## src/rtl/multicycle_control.sv

```systemverilog
// Multicycle MIPS control unit: Moore FSM that sequences the shared datapath
// through fetch/decode/execute. It drives every datapath select, enable and
// ALU mode, and bounds each memory wait with a small cycle counter.
//
// state  | meaning
// -------+------------------------------------------------------------
// FETCH  | read instruction at PC, PC+4; IR/PC load when memory ready
// DECODE | latch opcode, precompute branch target into ALUOut
// MEMADR | compute load/store address rs + imm
// MEMRD  | data read at ALUOut, wait for memory ready
// MEMWB  | write MDR into rt
// MEMWR  | data write at ALUOut, wait for memory ready
// EXEC   | R-type ALU operation on rs, rt
// RWB    | write ALUOut into rd
// BRANCH | compare rs/rt, load PC from ALUOut when taken
// IEXEC  | immediate ALU operation on rs, extended imm
// IWB    | write ALUOut into rt
// JUMP   | load PC with jump target
module multicycle_control #(
  parameter int TIMEOUT = 15
) (
  input  logic       Clk,
  input  logic       Rst_n,
  input  logic [5:0] Opcode,
  input  logic       Zero,
  input  logic       MemReady,
  output logic       PCEn,
  output logic       IorD,
  output logic       MemRead,
  output logic       MemWrite,
  output logic       IRWrite,
  output logic       RegDst,
  output logic       MemtoReg,
  output logic       RegWrite,
  output logic       ALUSrcA,
  output logic [1:0] ALUSrcB,
  output logic [1:0] ALUOp,
  output logic [1:0] PCSource,
  output logic       ExtOp,
  output logic       MemFault,
  output logic       IllegalOp,
  output logic [3:0] State
);

  typedef enum logic [3:0] {
    FETCH  = 4'd0,
    DECODE = 4'd1,
    MEMADR = 4'd2,
    MEMRD  = 4'd3,
    MEMWB  = 4'd4,
    MEMWR  = 4'd5,
    EXEC   = 4'd6,
    RWB    = 4'd7,
    BRANCH = 4'd8,
    IEXEC  = 4'd9,
    IWB    = 4'd10,
    JUMP   = 4'd11
  } state_t;

  localparam logic [5:0] OP_R    = 6'b000000;
  localparam logic [5:0] OP_J    = 6'b000010;
  localparam logic [5:0] OP_BEQ  = 6'b000100;
  localparam logic [5:0] OP_BNE  = 6'b000101;
  localparam logic [5:0] OP_ADDI = 6'b001000;
  localparam logic [5:0] OP_SLTI = 6'b001010;
  localparam logic [5:0] OP_ANDI = 6'b001100;
  localparam logic [5:0] OP_ORI  = 6'b001101;
  localparam logic [5:0] OP_LW   = 6'b100011;
  localparam logic [5:0] OP_SW   = 6'b101011;

  localparam logic [3:0] WAIT_LAST = 4'(TIMEOUT - 1);

  state_t     state, state_nxt;
  logic [5:0] opreg;
  logic [3:0] wait_cnt, wait_cnt_nxt;
  logic       pcen_raw, irwrite_raw, memfault_raw, illegal_raw;
  logic       mem_wait, timeout;

  assign timeout = (wait_cnt == WAIT_LAST) && !MemReady;

  // State, latched opcode and memory wait counter
  always_ff @(posedge Clk or negedge Rst_n) begin
    if (!Rst_n) begin
      state    <= FETCH;
      opreg    <= 6'd0;
      wait_cnt <= 4'd0;
    end else begin
      state    <= state_nxt;
      wait_cnt <= wait_cnt_nxt;
      if (state == DECODE) opreg <= Opcode;
    end
  end

  // Next state and Moore outputs per state
  always_comb begin
    state_nxt    = state;
    pcen_raw     = 1'b0;
    irwrite_raw  = 1'b0;
    memfault_raw = 1'b0;
    illegal_raw  = 1'b0;
    mem_wait     = 1'b0;
    IorD         = 1'b0;
    MemRead      = 1'b0;
    MemWrite     = 1'b0;
    RegDst       = 1'b0;
    MemtoReg     = 1'b0;
    RegWrite     = 1'b0;
    ALUSrcA      = 1'b0;
    ALUSrcB      = 2'b00;
    ALUOp        = 2'b00;
    PCSource     = 2'b00;
    ExtOp        = 1'b1;
    case (state)
      FETCH: begin
        MemRead     = 1'b1;
        ALUSrcB     = 2'b01;
        pcen_raw    = MemReady;
        irwrite_raw = MemReady;
        mem_wait    = 1'b1;
        if (MemReady)     state_nxt = DECODE;
        else if (timeout) memfault_raw = 1'b1;
      end
      DECODE: begin
        ALUSrcB = 2'b11;
        case (Opcode)
          OP_LW, OP_SW:                        state_nxt = MEMADR;
          OP_R:                                state_nxt = EXEC;
          OP_BEQ, OP_BNE:                      state_nxt = BRANCH;
          OP_ADDI, OP_SLTI, OP_ANDI, OP_ORI:   state_nxt = IEXEC;
          OP_J:                                state_nxt = JUMP;
          default: begin
            state_nxt   = FETCH;
            illegal_raw = 1'b1;
          end
        endcase
      end
      MEMADR: begin
        ALUSrcA   = 1'b1;
        ALUSrcB   = 2'b10;
        state_nxt = (opreg == OP_SW) ? MEMWR : MEMRD;
      end
      MEMRD: begin
        IorD     = 1'b1;
        MemRead  = 1'b1;
        mem_wait = 1'b1;
        if (MemReady) state_nxt = MEMWB;
        else if (timeout) begin
          memfault_raw = 1'b1;
          state_nxt    = FETCH;
        end
      end
      MEMWB: begin
        MemtoReg  = 1'b1;
        RegWrite  = 1'b1;
        state_nxt = FETCH;
      end
      MEMWR: begin
        IorD     = 1'b1;
        MemWrite = 1'b1;
        mem_wait = 1'b1;
        if (MemReady) state_nxt = FETCH;
        else if (timeout) begin
          memfault_raw = 1'b1;
          state_nxt    = FETCH;
        end
      end
      EXEC: begin
        ALUSrcA   = 1'b1;
        ALUOp     = 2'b10;
        state_nxt = RWB;
      end
      RWB: begin
        RegDst    = 1'b1;
        RegWrite  = 1'b1;
        state_nxt = FETCH;
      end
      BRANCH: begin
        ALUSrcA   = 1'b1;
        ALUOp     = 2'b01;
        PCSource  = 2'b01;
        pcen_raw  = ((opreg == OP_BEQ) && Zero) || ((opreg == OP_BNE) && !Zero);
        state_nxt = FETCH;
      end
      IEXEC: begin
        ALUSrcA   = 1'b1;
        ALUSrcB   = 2'b10;
        ALUOp     = 2'b11;
        ExtOp     = !((opreg == OP_ANDI) || (opreg == OP_ORI));
        state_nxt = IWB;
      end
      IWB: begin
        RegWrite  = 1'b1;
        state_nxt = FETCH;
      end
      JUMP: begin
        PCSource  = 2'b10;
        pcen_raw  = 1'b1;
        state_nxt = FETCH;
      end
      default: state_nxt = FETCH;
    endcase
  end

  // Wait counter restarts on any state change and on a timeout retry
  always_comb begin
    wait_cnt_nxt = 4'd0;
    if ((state_nxt == state) && !memfault_raw && mem_wait && !MemReady)
      wait_cnt_nxt = wait_cnt + 4'd1;
  end

  // Strobes that could corrupt PC/IR or raise events are held off during reset
  assign PCEn      = pcen_raw     & Rst_n;
  assign IRWrite   = irwrite_raw  & Rst_n;
  assign MemFault  = memfault_raw & Rst_n;
  assign IllegalOp = illegal_raw  & Rst_n;
  assign State     = state;

endmodule

```

## config.mk

```make
export PLATFORM = sky130hd
export DESIGN_NAME = multicycle_control
export DESIGN_NICKNAME = d
export VERILOG_FILES = /design/src/rtl/multicycle_control.sv
export SDC_FILE = /design/constraint.sdc
export NUM_CORES = 1
export LEC_CHECK = 0
export CAP_MARGIN = 40
export CELL_PAD_IN_SITES_DETAIL_PLACEMENT = 1
export CELL_PAD_IN_SITES_GLOBAL_PLACEMENT = 1
export CORE_ASPECT_RATIO = 1.75
export CORE_MARGIN = 2
export CORE_UTILIZATION = 36
export DETAILED_ROUTE_END_ITERATION = 16
export PLACE_DENSITY_LB_ADDON = 0.1
export REMOVE_ABC_BUFFERS = 1
export SYNTH_ARGS = -nofsm -noshare
export SYNTH_HDL_FRONTEND = slang
export SYNTH_SLANG_ARGS = --single-unit
```

## constraint.sdc

```tcl
create_clock -name Clk -period 4 [get_ports Clk]
set_clock_uncertainty 0.2 [all_clocks]
set_input_delay 1.2 -clock Clk [delete_from_list [all_inputs] [get_ports Clk]]
set_output_delay 1.2 -clock Clk [all_outputs]
set_load 0.005 [all_outputs]
```

==> results.yml, run 1 <==
min_path:
  hold_class: "reg -> reg"
  min_from: "wait_cnt[0]"
synthesis:
  synth_area_leader_cell: "dfrtp_1"
  synth_seq_cells: 14
  synth_fa_ha_area_frac: 0.02421
  avgSynthCellArea_um2: 9.228
  yosysSeqAreaShare: 0.3390
  synth_top_family_by_area: "simple AND/OR/NAND/NOR gates"
  synth_xor_area_frac: 0.04237
  muxShareOfSynthArea: 0.08596
  yosys.area_share.simple: 0.3511
  synth_compound_area_frac: 0.1162
  synth_edf_count: 0
  ys.flop_type: "dfrtp_1"
  ys_warn_count: 0
  syn-cell-area_um2: 1033
  yosysMostFrequentCell: "dfrtp_1"
  synthDistinctLibCells: 43
  async_flop_share: 1.000
  yosysTopAreaCellShare: 0.3390
  synthTopCellsByArea: "dfrtp_1, mux2_2, nor2_1"
  syn_inst: 112
  synthTopCellsByCount: "dfrtp_1, nor2_1, mux2_2, nand2b_1"
routing:
  viasPerCell: 5.582
  drt_wl_total_um: 2894
  ant_nets: 0
  drt_pass1_iterations: 2
  wl_per_cell_um: 15.73
  drc: 0
  vias: 1027
  first_iter_violations: 4
flow_run:
  maxCapViolations: 0
cts:
  postCtsSetupRepairBufs: 0
  clk_pin_slew_ps: 50
  hold_buffers: 0
  numCtsBuffers: 3
  cts_tree: "yes"
  cts_root_buffer: "clkbuf_8"
  cts.sinks: 14
  clk_latency_ps: 240
  ctsHtreeMaxLevel: 1
  cts.path.max_buffers: 2
cells_and_area:
  finalNetCount: 171
  instances_no_fill: 184
  area_growth_pct: 47.09
  antenna_cells: 0
  layout-drive-gt1-share: 0.2293
  design_area_um2: 1520
global_route:
  first_global_vias: 1062
  grt_overflow: 0
  grt_pass1_wl_um: 4809
  track_usage: 0.1977
  antenna_found_initial: 0
  grt_max_degree: 21
power:
  p_leak_nw: 0.6523
  power_density_nw_per_um2: 517.7
  vdd_drop_max_mv: 0.3617
die:
  core-area_um2: 2721
  die_y_um: 74.88
  initial_core_util: 0.3798
  fp-row-count: 25
  die_w_um: 44.50
  die_area_um2: 3332
  io_pins: 32
worst_setup_path:
  path_max_fanout: 4
  r2r_start: "wait_cnt[0]"
  start_kind: "input pin"
  required_ps: 2600
  critPathCaptureType: "primary output"
  crit_start: "MemReady"
  worstSetupEndpoint: "IRWrite"
  cp.arrival_ps: 2560
  criticalPathCategory: "in -> out"
  r2r_setup_slack_ps: 2060
  ff2ff_path_depth: 6
  reg2reg_to: "State[1]"
sta:
  slew_headroom: 0.5493
  min_period_over_period: 0.9892
  timing.final.hold_violations: 0
  finalCriticalPeriod_ps: 3957
  rsz0062_at_grt: "true"
  worst_pin_slew_ps: 676.0
  setup_ws_ps: 43.17
  fmaxAchievable_mhz: 252.7
  setup_violations: 0
  slew_viol_final: 0
place:
  port-buffer-count: 31
  placement.cell_area_um2: 1466
  globalplace.congestion: 0.8463
  pre_cts_ws_ps: -295.1
  hpwl_um: 2240
  place_inst: 181
outcome:
  status: "completed"
-- stage by stage --
step / util / TNS [ps] / power (W) / hold slack (ps)
2_1_floorplan: - / 0 / 0.0004814 / 254.2
5_1_grt: 0.5586 / -37.39 / 0.0008498 / 326.3
6_report: 0.5586 / 0 / 0.0007870 / 294.3
3_5_place_dp: 0.5389 / -430.7 / 0.0006826 / 289.8
3_3_place_gp: 0.5389 / -293.0 / 0.0006653 / 273.9
4_1_cts: 0.5577 / 0 / 0.0007988 / 297.0
-- critical path, stage by stage --
cell and delay [ps]:
clkdlybuf4s50_1 510, nor2b_1 180, and3_1 170, clkdlybuf4s50_1 500
-- kinds of logic after synthesis --
kind of cell | Yosys count
flops | 14
compound gates | 18
simple gates | 58
fa+ha+maj | 2
buf+inv | 7
mux | 8
xor+xnor | 5
-- area by class of cell --
type                    count  area (µm²)
fillers                   335        1201
multi-input cells          91       658.1
clock buffers               3       41.29
well taps                  27       33.78
flip-flops and latches     14       350.3
repair buffers             48       432.9
inverters                   1       3.754
-- sequential cells by signal, summed over array words and instances, names as in the netlist --
register,count
State,4
opreg,6
wait_cnt,4
-- metal layers --
| metal | up-vias | global-route usage | part of all wire |
|---|---|---|---|
| li1 | 498 | - | - |
| met1 | 495 | 0.1988 | 0.36 |
| met2 | 28 | 0.3881 | 0.58 |
| met3 | 6 | 0.02878 | 0.038 |
| met4 | 0 | 0.07407 | 0.018 |
| met5 | - | 0 | 0 |
-- timing repair --
action	in CTS	in global routing
endpoints found under the setup margin	2	3
endpoints found under the hold margin	0	0
resized for setup	9	1
pin swaps	2	1
-- how the worst min path moves through the flow --
stage                     cells past startpoint     endpoint  slack, ps
final                                         1  wait_cnt[0]        290
after detailed placement                      1  wait_cnt[0]        290
after CTS                                     1  wait_cnt[0]        300
after floorplan                               1  wait_cnt[0]        250
after global placement                        1  wait_cnt[0]        270
after global routing                          1  wait_cnt[0]        330
-- report_power, final --
part	switching (W)	internal (W)	leakage, nW	total (W)
logic	0.000159	0.000247	0.453	0.000406
clock network	0.0000462	0.0000665	0.0216	0.000113
registers	0.0000748	0.000193	0.178	0.000268
total	0.000280	0.000507	0.652	0.000787
-- cells in the final DEF, fill, tap and decap left out, types with 5 or more instances in the layout --
cell type,instances
nand3_1,5
nor3_1,5
nand2b_1,7
buf_4,17
nor2_1,12
dlygate4sd2_1,6
clkdlybuf4s50_1,24
mux2_2,7
dfrtp_1,14
No activity file was read; power rests on OpenSTA's default activity.
==> run 2, diff against run 1 <==
SETUP_SLACK_MARGIN = 0.02   (was not set)
==> run 2 against run 1 <==
Die area unchanged. Hold slack about the same. Register-to-register slack about the same. Highest routed layer unchanged.
==> results.yml, run 2 (synthesis results as in run 1) <==
cts:
  cts.path.max_buffers: 2
  numCtsBuffers: 3
  clk_pin_slew_ps: 50
  cts.sinks: 14
  clk_latency_ps: 240
  ctsHtreeMaxLevel: 1
  cts_root_buffer: "clkbuf_8"
  hold_buffers: 0
  cts_tree: "yes"
global_route:
  grt_overflow: 0
  antenna_found_initial: 0
  met3_usage: 0.02878
  first_global_vias: 1062
  busiest_layer: "met2"
  grt_pass1_wl_um: 4809
  grt_max_degree: 21
  grt.met2_usage: 0.3881
  track_usage: 0.1977
  met1_usage: 0.1988
cells_and_area:
  mostFrequentLayoutCells: "clkdlybuf4s50_1, buf_4, dfrtp_1, nor2_1"
  antenna_cells: 0
  finalNetCount: 172
  final_common_cell: "clkdlybuf4s50_1"
  instances_no_fill: 185
  fillCellCount: 334
  largest_reg_flops: 6
  regMostFlops: "opreg"
  layout-drive-gt1-share: 0.2468
  area_growth_pct: 48.55
sta:
  slew_headroom: 0.5493
  timing.final.hold_violations: 0
  min_period_over_period: 0.9778
  slew_viol_final: 0
  rsz0062_at_grt: "false"
  worst_pin_slew_ps: 676.1
  fmaxAchievable_mhz: 255.7
  finalCriticalPeriod_ps: 3911
  setup_violations: 0
routing:
  drc: 0
  viasPerCell: 5.519
  drt_wl_total_um: 2921
  drt_pass1_iterations: 3
  ant_nets: 0
  wl_per_cell_um: 15.79
  first_iter_violations: 4
  vias: 1021
die:
  core-area_um2: 2721
  die_w_um: 44.50
  die_area_um2: 3332
  initial_core_util: 0.3798
  fp-row-count: 25
  die_y_um: 74.88
  io_pins: 32
worst_setup_path:
  start_kind: "input pin"
  criticalPathCategory: "in -> out"
  ff2ff_path_depth: 6
  path_max_fanout: 2
  r2r_setup_slack_ps: 2070
  cp.arrival_ps: 2510
  required_ps: 2600
  critPathCaptureType: "primary output"
power:
  p_total_w: 0.0007895
  power_density_nw_per_um2: 514.2
  p_leak_nw: 0.6680
  vdd_drop_max_mv: 0.3620
flow_run:
  maxCapViolations: 0
min_path:
  hold_class: "reg -> reg"
  worst_hold_path.num_cells: 1
place:
  hpwl_um: 2240
  place_inst: 181
  globalplace.congestion: 0.8463
  port-buffer-count: 31
outcome:
  status: "completed"
## run 2: cell count changes in the layout (fill, tap and decap cells not counted)
cell and change:
nor2_2 +1, dlymetal6s2s_1 +1, nor2b_1 -1, buf_4 +1, nor2b_2 +1, clkdlybuf4s50_1 -1
nor2_1 -1
## run 2: timing repair
| action | 4_1_cts | 5_1_grt |
|---|---|---|
| setup endpoints to repair | 2 | 3 |
| pin swaps | 2 | 1 |
| setup buffers | 0 | 1 |
| gates resized for setup | 9 | 4 |
## run 2: metal layers
metal,routed length [µm],up-vias
li1,-,499
met2,1670,28
met1,1083,488
met3,110,6
met4,57,0
met5,0,-
## run 2: metrics by stage
stage          TNS (ps)    util  hold WS [ps]  instance area (µm²)  setup WS (ps)
6_report              0  0.5641         294.3                 1535          88.72
5_1_grt               0  0.5641         326.3                 1535          33.06
4_1_cts               0  0.5577         297.0                 1518          28.37
3_5_place_dp     -430.7  0.5389         289.8                 1466         -295.1
3_3_place_gp     -293.0  0.5389         273.9                 1466         -205.8
2_1_floorplan         0       -         254.2                994.7          787.5
## run 2: area by class of cell
cell class,count,area [µm²],area share
well taps,27,33.78,0.02200
multi-input cells,91,663.1,0.4319
inverters,1,3.754,0.002445
flip-flops and latches,14,350.3,0.2282
clock buffers,3,41.29,0.02689
repair buffers,49,442.9,0.2885
## run 2: critical path, stage by stage
cell and delay (ps):
clkdlybuf4s50_1 450, a211oi_2 250, o21a_1 170, and4b_1 190, dlygate4sd2_1 260
## run 2: power breakdown
group / total, W / internal [W] / leakage [nW] / switching (W)
logic: 0.000408 / 0.000248 / 0.468 / 0.000160
clock network: 0.000113 / 0.0000665 / 0.0216 / 0.0000464
registers: 0.000268 / 0.000193 / 0.178 / 0.0000747
## run 2: worst paths after layout
path / startpoint / to
hold / removal: wait_cnt[0] / wait_cnt[0]
max in group asynchronous: Rst_n / opreg[2]
setup reg to reg: wait_cnt[0] / State[1]
min in group asynchronous: Rst_n / State[2]
setup / recovery: Opcode[4] / IllegalOp
hold reg to reg: wait_cnt[0] / wait_cnt[0]
